## config.mk

```make
export PLATFORM = sky130hd
export DESIGN_NAME = alu_issue_decode
export DESIGN_NICKNAME = d
export VERILOG_FILES = /design/src/rtl/rv32_pkg.sv /design/src/rtl/imm_gen.sv /design/src/rtl/alu_issue_decode.sv
export SDC_FILE = /design/constraint.sdc
export NUM_CORES = 1
export LEC_CHECK = 0
export ABC_AREA = 1
export BUFFER_PORTS_ARGS = -buffer_cell sky130_fd_sc_hd__clkbuf_2
export CORE_AREA = 2 2 174 176
export DETAILED_ROUTE_END_ITERATION = 10
export DIE_AREA = 0 0 176 178
export MAX_ROUTING_LAYER = met4
export PLACE_DENSITY_LB_ADDON = 0.1
export SLEW_MARGIN = 20
export SYNTH_ARGS = -nofsm -noshare
export SYNTH_HDL_FRONTEND = slang
export SYNTH_SLANG_ARGS = --single-unit
```

## constraint.sdc

```tcl
create_clock -name clk -period 1.8 [get_ports clk]
set_input_delay 0.18 -clock clk [delete_from_list [all_inputs] [get_ports clk]]
set_output_delay 0.18 -clock clk [all_outputs]
set_load 0.1 [all_outputs]
```

## src/rtl/rv32_pkg.sv

```systemverilog
// RV32I opcode, funct7 and ALU function constants plus the
// decoded ID/EX bundle shared by the decode stage.
package rv32_pkg;

  localparam logic [6:0] OP     = 7'b0110011;
  localparam logic [6:0] OP_IMM = 7'b0010011;
  localparam logic [6:0] LOAD   = 7'b0000011;
  localparam logic [6:0] STORE  = 7'b0100011;
  localparam logic [6:0] BRANCH = 7'b1100011;
  localparam logic [6:0] LUI    = 7'b0110111;
  localparam logic [6:0] AUIPC  = 7'b0010111;
  localparam logic [6:0] JAL    = 7'b1101111;
  localparam logic [6:0] JALR   = 7'b1100111;

  localparam logic [3:0] ALU_ADD  = 4'b0000;
  localparam logic [3:0] ALU_SLL  = 4'b0001;
  localparam logic [3:0] ALU_SLT  = 4'b0010;
  localparam logic [3:0] ALU_SLTU = 4'b0011;
  localparam logic [3:0] ALU_XOR  = 4'b0100;
  localparam logic [3:0] ALU_SRL  = 4'b0101;
  localparam logic [3:0] ALU_OR   = 4'b0110;
  localparam logic [3:0] ALU_AND  = 4'b0111;
  localparam logic [3:0] ALU_SUB  = 4'b1000;
  localparam logic [3:0] ALU_SGT  = 4'b1001;
  localparam logic [3:0] ALU_SGTU = 4'b1010;
  localparam logic [3:0] ALU_SRA  = 4'b1101;

  localparam logic [6:0] F7_BASE = 7'b0000000;
  localparam logic [6:0] F7_ALT  = 7'b0100000;

  typedef struct packed {
    logic [3:0]  alu_fn;
    logic        btype;
    logic        bneq;
    logic [31:0] op_a;
    logic [31:0] op_b;
    logic [31:0] imm;
    logic [31:0] pc;
    logic [31:0] store_data;
    logic [4:0]  rd;
    logic        rd_we;
    logic        mem_rd;
    logic        mem_wr;
    logic [2:0]  funct3;
    logic        is_jal;
    logic        is_jalr;
    logic        illegal;
  } id_ex_t;

endpackage

```

## src/rtl/imm_gen.sv

```systemverilog
// RV32I immediate extraction; format chosen from the opcode.
// Formats without an immediate yield zero.
module imm_gen
  import rv32_pkg::*;
(
  input  logic [31:0] instr,
  output logic [31:0] imm
);

  logic [6:0] opc;

  assign opc = instr[6:0];

  always_comb begin
    imm = '0;
    unique case (1'b1)
      (opc == OP_IMM) || (opc == LOAD) || (opc == JALR):
        imm = {{20{instr[31]}}, instr[31:20]};
      opc == STORE:
        imm = {{20{instr[31]}}, instr[31:25], instr[11:7]};
      opc == BRANCH:
        imm = {{19{instr[31]}}, instr[31], instr[7],
               instr[30:25], instr[11:8], 1'b0};
      (opc == LUI) || (opc == AUIPC):
        imm = {instr[31:12], 12'b0};
      opc == JAL:
        imm = {{11{instr[31]}}, instr[31], instr[19:12],
               instr[20], instr[30:21], 1'b0};
      default: imm = '0;
    endcase
  end

endmodule

```

## src/rtl/alu_issue_decode.sv

```systemverilog
// RV32I decode/issue stage: decodes ALU controls and operands
// into a single ID/EX slot with valid/ready handshake and flush.
module alu_issue_decode
  import rv32_pkg::*;
#(
  parameter int XLEN = 32
) (
  input  logic            clk,
  input  logic            rst,
  input  logic            in_valid,
  output logic            in_ready,
  input  logic [31:0]     instr,
  input  logic [XLEN-1:0] pc,
  input  logic [XLEN-1:0] rs1_data,
  input  logic [XLEN-1:0] rs2_data,
  input  logic            flush,
  output logic            out_valid,
  input  logic            out_ready,
  output logic [3:0]      alu_fn,
  output logic            btype,
  output logic            bneq,
  output logic [XLEN-1:0] operandA,
  output logic [XLEN-1:0] operandB,
  output logic [XLEN-1:0] imm,
  output logic [XLEN-1:0] pc_out,
  output logic [XLEN-1:0] store_data,
  output logic [4:0]      rd,
  output logic            rd_we,
  output logic            mem_rd,
  output logic            mem_wr,
  output logic [2:0]      funct3_out,
  output logic            is_jal,
  output logic            is_jalr,
  output logic            illegal
);

  logic [6:0]  opc;
  logic [2:0]  f3;
  logic [6:0]  f7;
  logic [4:0]  rd_f;
  logic [4:0]  shamt;
  logic [31:0] imm_w;
  logic        ill;
  logic        accept;
  id_ex_t      dec;
  id_ex_t      slot_d, slot_q;
  logic        valid_d, valid_q;

  assign opc   = instr[6:0];
  assign rd_f  = instr[11:7];
  assign f3    = instr[14:12];
  assign shamt = instr[24:20];
  assign f7    = instr[31:25];

  imm_gen u_imm_gen (
    .instr (instr),
    .imm   (imm_w)
  );

  always_comb begin
    dec            = '0;
    ill            = 1'b0;
    dec.pc         = pc;
    dec.store_data = rs2_data;
    dec.imm        = imm_w;
    dec.rd         = rd_f;
    dec.funct3     = f3;
    unique case (1'b1)
      opc == OP: begin
        dec.op_a   = rs1_data;
        dec.op_b   = rs2_data;
        dec.rd_we  = 1'b1;
        dec.alu_fn = {f7[5], f3};
        if (f7 == F7_ALT)
          ill = !((f3 == 3'b000) || (f3 == 3'b101));
        else
          ill = (f7 != F7_BASE);
      end
      opc == OP_IMM: begin
        dec.op_a   = rs1_data;
        dec.op_b   = imm_w;
        dec.rd_we  = 1'b1;
        dec.alu_fn = {1'b0, f3};
        if ((f3 == 3'b001) || (f3 == 3'b101)) begin
          dec.op_b = {27'b0, shamt};
          if ((f3 == 3'b101) && (f7 == F7_ALT))
            dec.alu_fn = ALU_SRA;
          else
            ill = (f7 != F7_BASE);
        end
      end
      opc == BRANCH: begin
        dec.op_a  = rs1_data;
        dec.op_b  = rs2_data;
        dec.btype = 1'b1;
        unique case (f3)
          3'b000: dec.alu_fn = ALU_SUB;
          3'b001: begin
            dec.alu_fn = ALU_SUB;
            dec.bneq   = 1'b1;
          end
          3'b100: dec.alu_fn = ALU_SLT;
          3'b101: dec.alu_fn = ALU_SGT;
          3'b110: dec.alu_fn = ALU_SLTU;
          3'b111: dec.alu_fn = ALU_SGTU;
          default: ill = 1'b1;
        endcase
      end
      opc == LOAD: begin
        dec.op_a   = rs1_data;
        dec.op_b   = imm_w;
        dec.mem_rd = 1'b1;
        dec.rd_we  = 1'b1;
      end
      opc == STORE: begin
        dec.op_a   = rs1_data;
        dec.op_b   = imm_w;
        dec.mem_wr = 1'b1;
      end
      opc == LUI: begin
        dec.op_b  = imm_w;
        dec.rd_we = 1'b1;
      end
      opc == AUIPC: begin
        dec.op_a  = pc;
        dec.op_b  = imm_w;
        dec.rd_we = 1'b1;
      end
      opc == JAL: begin
        dec.op_a   = pc;
        dec.op_b   = imm_w;
        dec.is_jal = 1'b1;
        dec.rd_we  = 1'b1;
      end
      opc == JALR: begin
        dec.op_a    = rs1_data;
        dec.op_b    = imm_w;
        dec.is_jalr = 1'b1;
        dec.rd_we   = 1'b1;
        ill         = (f3 != 3'b000);
      end
      default: ill = 1'b1;
    endcase
    // A trap carries no side effects, only the report itself.
    if (ill) begin
      dec.alu_fn  = ALU_ADD;
      dec.op_a    = '0;
      dec.op_b    = '0;
      dec.btype   = 1'b0;
      dec.bneq    = 1'b0;
      dec.rd_we   = 1'b0;
      dec.mem_rd  = 1'b0;
      dec.mem_wr  = 1'b0;
      dec.is_jal  = 1'b0;
      dec.is_jalr = 1'b0;
    end
    if (rd_f == 5'd0)
      dec.rd_we = 1'b0;
    dec.illegal = ill;
  end

  assign in_ready = !valid_q || out_ready;
  assign accept   = in_valid && in_ready;

  always_comb begin
    valid_d = valid_q;
    slot_d  = slot_q;
    if (flush) begin
      valid_d = 1'b0;
    end else if (accept) begin
      valid_d = 1'b1;
      slot_d  = dec;
    end else if (valid_q && out_ready) begin
      valid_d = 1'b0;
    end
  end

  always_ff @(posedge clk) begin
    if (rst) begin
      valid_q <= 1'b0;
      slot_q  <= '0;
    end else begin
      valid_q <= valid_d;
      slot_q  <= slot_d;
    end
  end

  // Flags are qualified by valid so a flushed slot reads clean.
  assign out_valid  = valid_q;
  assign alu_fn     = slot_q.alu_fn;
  assign operandA   = slot_q.op_a;
  assign operandB   = slot_q.op_b;
  assign imm        = slot_q.imm;
  assign pc_out     = slot_q.pc;
  assign store_data = slot_q.store_data;
  assign rd         = slot_q.rd;
  assign funct3_out = slot_q.funct3;
  assign btype      = slot_q.btype   & valid_q;
  assign bneq       = slot_q.bneq    & valid_q;
  assign rd_we      = slot_q.rd_we   & valid_q;
  assign mem_rd     = slot_q.mem_rd  & valid_q;
  assign mem_wr     = slot_q.mem_wr  & valid_q;
  assign is_jal     = slot_q.is_jal  & valid_q;
  assign is_jalr    = slot_q.is_jalr & valid_q;
  assign illegal    = slot_q.illegal & valid_q;

endmodule

```

; ---- Word-level counts from Yosys, hierarchy flattened
; Cells that the tools add are included.
[word_totals]
regBits = 181
out_inout_bits = 182
elab_cells = 93
[op_classes]
n_eq_ne = 15
muxes = 26
bitwise_logic = 9
reduce_logical = 26
[op_table]
columns = cell, count
row1 = one-hot mux 32 bit (5 select lines), 1
row2 = one-hot mux 32 bit (3 select lines), 1
row3 = two-way mux 70 bit, 1
row4 = one-hot mux 32 bit (2 select lines), 1
row5 = two-way mux 32 bit, 1
row6 = == test 7 x 6 -> 1 bit (second input constant), 4
row7 = == test 7 bit (second input constant), 3
row8 = one-hot mux 4 bit (5 select lines), 1
row9 = OR reduction 6 bit, 3
row10 = == test 7 x 5 -> 1 bit (second input constant), 2
row11 = two-way mux 1 bit, 13
row12 = == test 3 bit (second input constant), 4
row13 = one-hot mux 4 bit (3 select lines), 1
row14 = bitwise AND 1 bit, 8
row15 = two-way mux 4 bit, 2
row16 = OR reduction 2 bit, 4
row17 = == test 7 x 2 -> 1 bit (second input constant), 1
row18 = nonzero test 7 bit, 1
row19 = OR reduction 7 bit, 1
row20 = logical OR 1 bit, 6
row21 = zero test 5 bit, 1
row22 = one-hot mux 1 bit (5 select lines), 1
row23 = OR reduction 5 bit, 1
row24 = two-way mux 2 bit, 2
row25 = 9 further kinds, 12

; ---- Logic depth before layout (Yosys ltp)
; Gate-level depths: netlist (run 1).
[logic_depth]
ltp_word = 7
mapped_depth = 14

; ---- Cells and area by module
; From an unflattened synthesis (run 1), not the netlist that was laid out.
[unflattened]
hier_cells = 1458
area_unflattened_um2 = 9650.5
[by_module_without_submodules]
columns = module, instances, cells_per_inst, area_each_um2, seq_area_each_um2
row1 = alu_issue_decode, 1, 1292, 8883.5, 3623.5
row2 = imm_gen, 1, 166, 767.0, 0.0

; ---- Worst setup path after synthesis (run 1)
; OpenSTA, ideal clock, no wires.
[synth_timing]
path_type = flip-flop to flip-flop
from = register valid_q, in the netlist out_valid
to = register slot_q (netlist bit operandA[0])
setup_time_ps = 71
arrival_time_ps = 2295
required_ps = 1729
setup_slack_ps = -565
path_stages_with_launch = 10
path_buffers = 3
synth_period_minus_slack_ps = 2365
path_cell_list = dfxtp_1 > buf_2 > inv_1 > nor2_1 > nor3_4 > inv_2 > buf_2 > clkbuf_1 > nand2_1 > a21oi_2
[synth_via]
elab_chain_cells = 4
[synth_rtl]
columns = element, line
row1 = from (decl), alu_issue_decode.sv:47  ; logic valid_d, valid_q;
row2 = from (signal assigned), alu_issue_decode.sv:183  ; valid_q <= valid_d;
row3 = zero test 1 bit, alu_issue_decode.sv:162  ; assign in_ready = !valid_q || out_ready;
row4 = logical OR 1 bit, alu_issue_decode.sv:162
row5 = logical AND 1 bit, alu_issue_decode.sv:163  ; assign accept = in_valid && in_ready;
row6 = AND reduction 2 bit (no line), --
row7 = to (signal assigned), alu_issue_decode.sv:184  ; slot_q <= slot_d;
row8 = to (decl), alu_issue_decode.sv:46  ; id_ex_t slot_d, slot_q;
; Every way passes these cells.
; A chain may end at the register's enable or synchronous reset.

; ---- Worst setup path after layout (run 1)
[layout_timing]
from = register valid_q, in the netlist out_valid
to = output is_jalr
[layout_via]
elab_chain_cells = 1
[layout_rtl]
columns = element, line
row1 = bitwise AND 1 bit, alu_issue_decode.sv:204  ; assign is_jalr = slot_q.is_jalr & valid_q;
row2 = to (decl), alu_issue_decode.sv:33  ; output logic is_jalr,
; Every way passes these cells.

==> metrics.csv, run 1 <==
metric;value;unit
P&R area growth vs syn;22.8;%
share of cells above drive strength 1;31.7;%
vias in the first global route;8480;
clk buf depth;2;
pwr/cell area;893;mW/mm^2
routed length per instance;16.3;um
I/O pin count;315;
Rows;63;
via count;8614;
sequential share of power;41.3;%
fin crit share;95.8;%
final hold vios;0;
PortBufs;314;
number of enable flip-flop cells after synthesis;0;
TritonCTS Buffers;17;
largest area contributor in the netlist;dfxtp_1;
DRT iter0 DRCs;427;
MaxCap Viol Count;0;
status;completed;
RePlAce Congestion;0.882;
CP max stage delay;0.46;ns
antenna violations before repair;1;
syn_area_per_cell;7.11;um^2
adder-cell share of the synthesized area;0;%
Max transition margin;59.2;%
GRT Overall Usage;20.2;%
DIE AREA;0.0313;mm^2
most common cell in the netlist;nand2_1;
nets;1642;
Synth async-reset ratio;0;%
setup violators final;0;
CTS tree;built;
CTS clock-pin slew for the worst setup and hold paths;0.08;ns
core area;0.0294;mm^2
Clock Sinks;181;
Power Total;10200;uW
fraction of power spent switching nets;35.5;%
top_reg_cell synth;dfxtp_1;
Post-DP HPWL;22.4;mm
Setup WS post-layout;0.0755;ns
critical path's slowest cell;clkbuf_2;
post-route cell area;0.0115;mm^2
mux share of post-synthesis cell area;0;%
Clock Latency Late Sink;0.43;ns
internal power;6600;uW
Clock power frac;37.1;%
Vias/cell;4.50;
post-CTS setup buffers;0;
DRC viols;0;
first-pass GRT wire length;47.6;mm
Crit path required time;1.62;ns
Routed Antenna Nets;0;
WP buf/inv;3;
largest net degree at the start of global routing;90;
clk root buf;clkbuf_16;
sw power;3640;uW
CTS H-tree depth;4;
Tmin final;1.72;ns
skew final;0.0137;ns
Final Max Slew Viols;0;
hold crit path type;in -> reg;
mapped cell area;0.00933;mm^2
Setup WS pre-CTS;-0.0720;ns
Synth Area in Compound Gates;15.2;%
Starting Density;31.7;%
LEAKAGE;0.00557;uW
worst-path cell chain;buf_4 > nand2_1 > inv_1 > clkbuf_2;
peak supply drop;543;uV
setup_tns;0;ns
drt total wl;31.2;mm
post-synthesis register bit count;181;
first-pass iteration count of the detailed router;5;
Worst EP arrival;1.54;ns
Yosys top cell area share;38.8;%
Worst-Margin Slew;0.614;ns
post-synthesis instance total;1313;
simple-gate area share of the yosys netlist;25.7;%
Hold Slack;0.0135;ns
top cells by area, synth;dfxtp_1 (39%), buf_4 (14%), nand2_1 (12%), nor2_1 (8.8%), o21ai_0 (6.3%);
startpoint types;flip-flop;
Yosys warnings;0;
chip width;176;um
Die Ht;178;um
Comb pwr share;21.6;%
Synth top cells by count;nand2_1 (288), nor2_1 (220), dfxtp_1 (181);
filler instances;3230;
Setup CP Type;reg -> out;
worst-path fanout max;9;
Synth Area in XOR/XNOR;0;%
CP delay by family, top;buffers and inverters;
GRT overflow;0;
placed cell area;0.0104;mm^2
main combinational cell family by area after synthesis;simple AND/OR/NAND/NOR gates;
FMAX;580;MHz
synth unique cells;28;
Worst setup EP type;primary output;
Seq/Total Area, Yosys;38.8;%
Post-Syn Nets;1446;
per-layer routing:
metal / vias up / wire length [um] / share of wire (%) / track usage, %
met5: - / 0 / 0 / -
met4: 0 / 452 / 1.4 / 5.51
met3: 24 / 1700 / 5.4 / 4.09
met2: 245 / 14800 / 47 / 32.9
met1: 3958 / 14300 / 46 / 25.5
li1: 4387 / - / - / -
worst reg2reg max path, delay by kind of cell, from the launching register on:
kind,cells,cell delay (ns)
simple gates,4,0.65
flops,1,0.34
buf+inv,3,0.41
compound gates,1,0.12
worst paths after layout:
kind | from | cells after the start | end | slack, ns
worst max-delay path | out_valid | 4 | is_jalr | 0.08
worst min-delay path | rs2_data[30] | 3 | store_data[30] | 0.01
worst max register to register | out_valid | 8 | operandB[3] | 0.21
worst min register to register | operandB[20] | 2 | operandB[20] | 0.47
cells in the final DEF (no fill, tap or decap):
cell           instances
buf_4                 40
o22ai_1                2
clkbuf_2             310
a211oi_1               1
o21ai_1                2
a21oi_2               25
dlygate4sd3_1         53
inv_6                  4
nor2_4                 4
inv_2                 12
a32oi_1                1
clkinvlp_4             5
nand2_2               32
nor3_1                 2
buf_2                  3
nand3_1               30
dfxtp_1              180
nand2_1              288
nand3_4                1
o32ai_1                1
nand4_1                2
clkbuf_1               2
clkbuf_16             17
a21oi_1               59
buf_12                16
o21ai_0              117
nand3_2                1
inv_8                  4
inv_1                 50
dfxtp_4                1
nor2_2                 5
a22o_1                31
diode_2                1
nor2_1               219
nor3_4                 1
bufinv_16              1
cell families after synthesis:
| kind of cell | count (synthesis) |
|---|---|
| compound gates | 239 |
| buf+inv | 308 |
| flops | 181 |
| simple gates | 585 |
metrics by stage:
| stage | utilization, % | instances |
|---|---|---|
| after floorplan | - | 1313 |
| after global placement | 35.2 | 1827 |
| after detailed placement | 35.2 | 1827 |
| after CTS | 39.0 | 1912 |
| after global routing | 39.0 | 1913 |
| final | 39.0 | 1913 |
power groups by stage:
stage | clock [uW] | sequential [uW] | combinational [uW]
floorplan | 0 | 4310 | 1780
global placement | 0 | 4320 | 2140
detailed placement | 0 | 4330 | 2130
CTS | 3930 | 4230 | 2230
global route | 4080 | 4250 | 2340
finish | 3790 | 4230 | 2210
sequential cells by signal, indices dropped and copies added, names as in the netlist:
name,count
imm,32
operandA,32
operandB,32
pc_out,32
store_data,32
slot_q,8
rd,5
alu_fn,4
funct3_out,3
out_valid,1
layout make-up:
cell class                 instances  area (um^2)  share of cell area [%]
antenna                            1         2.50                  0.0218
clock buffer                      19          433                    3.78
clock inverter                    13          139                    1.21
inverter                          63          241                    2.11
multi-input combinational        824         3810                    33.3
sequential                       181         3630                    31.6
tap                              390          488                    4.26
timing repair buffer             422         2720                    23.7
what timing repair did:
action                                  CTS  global route
endpoints found under the setup margin    0             3
resized for setup                         0             3
hold buffers                             53             0
hold endpoints to repair                 53             0
Power figures use the tool's default switching activity.
==> inputs of run 2 (changes only) <==
ABC_AREA = unset   (was 1)
CORE_AREA = 2 2 171 173   (was 2 2 174 176)
DIE_AREA = 0 0 173 175   (was 0 0 176 178)
==> run 2 against run 1 <==
Net effect: the run now ends with negative setup slack left; critical endpoint is now operandB[13]; sequential power down 2%; clock skew down 0.0031 ns; synthesized cell count down 17%; sequential share of layout area down 1.6 points; setup slack worse by 0.28 ns; wire length up 8.1%; maximum frequency down 14%.
==> metrics.csv, run 2 <==
metric;value;unit
DRT iter0 DRCs;678;
peak supply drop;547;uV
Yosys warnings;0;
Synth async-reset ratio;0;%
Crit path required time;2.18;ns
hold crit path type;in -> reg;
nets;1469;
drt total wl;33.8;mm
Worst setup EP type;flip-flop;
Worst-Margin Slew;0.889;ns
CTS clock-pin slew for the worst setup and hold paths;0.08;ns
Final Util;42.5;%
chip width;173;um
P&R area growth vs syn;33.7;%
Routed Antenna Nets;0;
GRT overflow;0;
status;finished, violations left;
Yosys top cell area share;40.1;%
Vias/cell;4.95;
first-pass GRT wire length;49.6;mm
Clock Latency Late Sink;0.44;ns
post-synthesis register bit count;181;
clk root buf;clkbuf_16;
Post-DP HPWL;21.9;mm
via count;8587;
Tmin final;2.01;ns
mapped cell area;0.00903;mm^2
Rows;62;
largest area contributor in the netlist;dfxtp_1;
syn_area_per_cell;8.30;um^2
GRT Overall Usage;21.7;%
setup violators final;73;
Post-Syn Nets;1220;
failing checks;negative setup slack;
skew final;0.0106;ns
CTS tree;built;
first-pass iteration count of the detailed router;6;
Synth top cells by count;nand2_1 (263), dfxtp_1 (181), buf_4 (172);
filler instances;2960;
Setup CP Type;reg -> reg;
Clock Sinks;181;
Seq/Total Area, Yosys;40.1;%
MaxCap Viol Count;0;
Setup WS post-layout;-0.207;ns
most common cell in the netlist;nand2_1;
startpoint types;flip-flop;
Max transition margin;40.7;%
FMAX;498;MHz
FF+latch area;0.00363;mm^2
DIE AREA;0.0303;mm^2
number of enable flip-flop cells after synthesis;0;
routed length per instance;19.5;um
antenna violations before repair;1;
Die Ht;175;um
largest net degree at the start of global routing;139;
synth unique cells;59;
Starting Density;31.8;%
RePlAce Congestion;0.826;
I/O pin count;315;
CTS H-tree depth;4;
top cells by area, synth;dfxtp_1 (40%), buf_4 (14%), nand2_1 (11%), a21oi_1 (5.4%), a211oi_2 (4.0%);
core area;0.0284;mm^2
TritonCTS Buffers;17;
RSZ-0062 raised after global routing;true;
fin crit share;112;%
final hold vios;0;
top_reg_cell synth;dfxtp_1;
commonest cells after routing, fill and taps aside;clkbuf_2 (307), nand2_1 (263), dfxtp_1 (180);
worst-path fanout max;8;
Final Max Slew Viols;0;
LEAKAGE;0.00491;uW
area occupied by multi-input gates;0.00389;mm^2
most common cell after layout, fill and taps aside;clkbuf_2;
pwr/cell area;808;mW/mm^2
Setup WS pre-CTS;-0.843;ns
DRC viols;0;
PortBufs;314;
vias in the first global route;8196;
share of cells above drive strength 1;39.4;%
post-synthesis instance total;1087;
Worst EP arrival;2.38;ns
clk buf depth;2;
[run 2: cell types whose count changed in the layout (fill, tap and decap cells not counted), moves of 14 or more]
cell,delta
o21ai_2,+14
nand2_2,-32
inv_1,-48
o21ai_0,-112
a211oi_2,+31
a222oi_1,+36
a211oi_1,+19
nand2_1,-25
nand3_1,-19
a21oi_2,-25
a21oi_1,+37
o21ai_1,+16
buf_4,+46
nor2_1,-201
[run 2: final cells by class]
type	instances	share of cell area [%]
Multi-Input combinational cell	644	32.2
Inverter	3	0.124
Timing Repair Buffer	489	29.0
Clock inverter	11	0.902
Clock buffer	21	3.73
Sequential cell	181	30.1
Antenna cell	1	0.0207
Tap cell	384	3.98
[run 2: layer usage]
layer	vias to the layer above	routed length, um	GRT usage, %	part of all wire, %
met1	4095	15700	28.7	47
met3	26	2180	5.57	6.4
met4	0	473	4.70	1.4
li1	4151	-	-	-
met5	-	0	-	0
met2	315	15400	33.5	46
[run 2: worst max-delay path, stage by stage, from the launching register on]
cell	delay, ns
dfxtp_4	0.34
nor2b_4	0.13
clkinvlp_4	0.07
nand3b_1	0.13
or3_4	0.40
or4_4	0.47
buf_12	0.18
buf_12	0.14
o21ai_2	0.10
[run 2: cell families (layout without fill, tap and decap cells)]
logic type      after synthesis  after routing  share of synthesized area (%)
compound gates              297            297                           24.6
xor+xnor                      2              2                          0.194
buf+inv                     262            524                           18.5
flops                       181            181                           40.1
mux                           1              1                          0.125
other cells                   0              1                              0
simple gates                344            344                           16.4
[run 2: per-stage QoR]
stage | total power, uW | instances | TNS (ns) | instance area [um^2] | hold slack, ns
detailed placement | 5920 | 1619 | -61.48 | 10400 | 0.425
global route | 10200 | 1734 | -15.54 | 12100 | 0.0155
CTS | 9820 | 1721 | -10.32 | 11800 | 0.00498
finish | 9760 | 1734 | -11.95 | 12100 | 0.0165
floorplan | 5470 | 1087 | -82.21 | 9100 | 0.249
global placement | 5920 | 1619 | -58.51 | 10400 | 0.421
[run 2: worst paths after layout]
| kind | cells past startpoint | slack (ns) | to | startpoint |
|---|---|---|---|---|
| worst max-delay path | 8 | -0.21 | operandB[13] | out_valid |
| worst min-delay path | 3 | 0.02 | store_data[28] | rs2_data[28] |
| worst max register to register | 8 | -0.21 | operandB[13] | out_valid |
| worst min register to register | 2 | 0.45 | operandB[23] | operandB[23] |
[run 2: repair_timing]
action                     4_1_cts  5_1_grt
pin swaps                       16        4
hold endpoints to repair        62        0
buffers inserted                 4       11
hold buffers                    62        0
gates resized for setup         24       29
gates cloned                     4        3
setup endpoints to repair      147      169
[run 2: where the power goes]
group          switching, uW  internal (uW)
combinational           1340            568
sequential              47.4           4100
clock                   1830           1870
total                   3220           6540
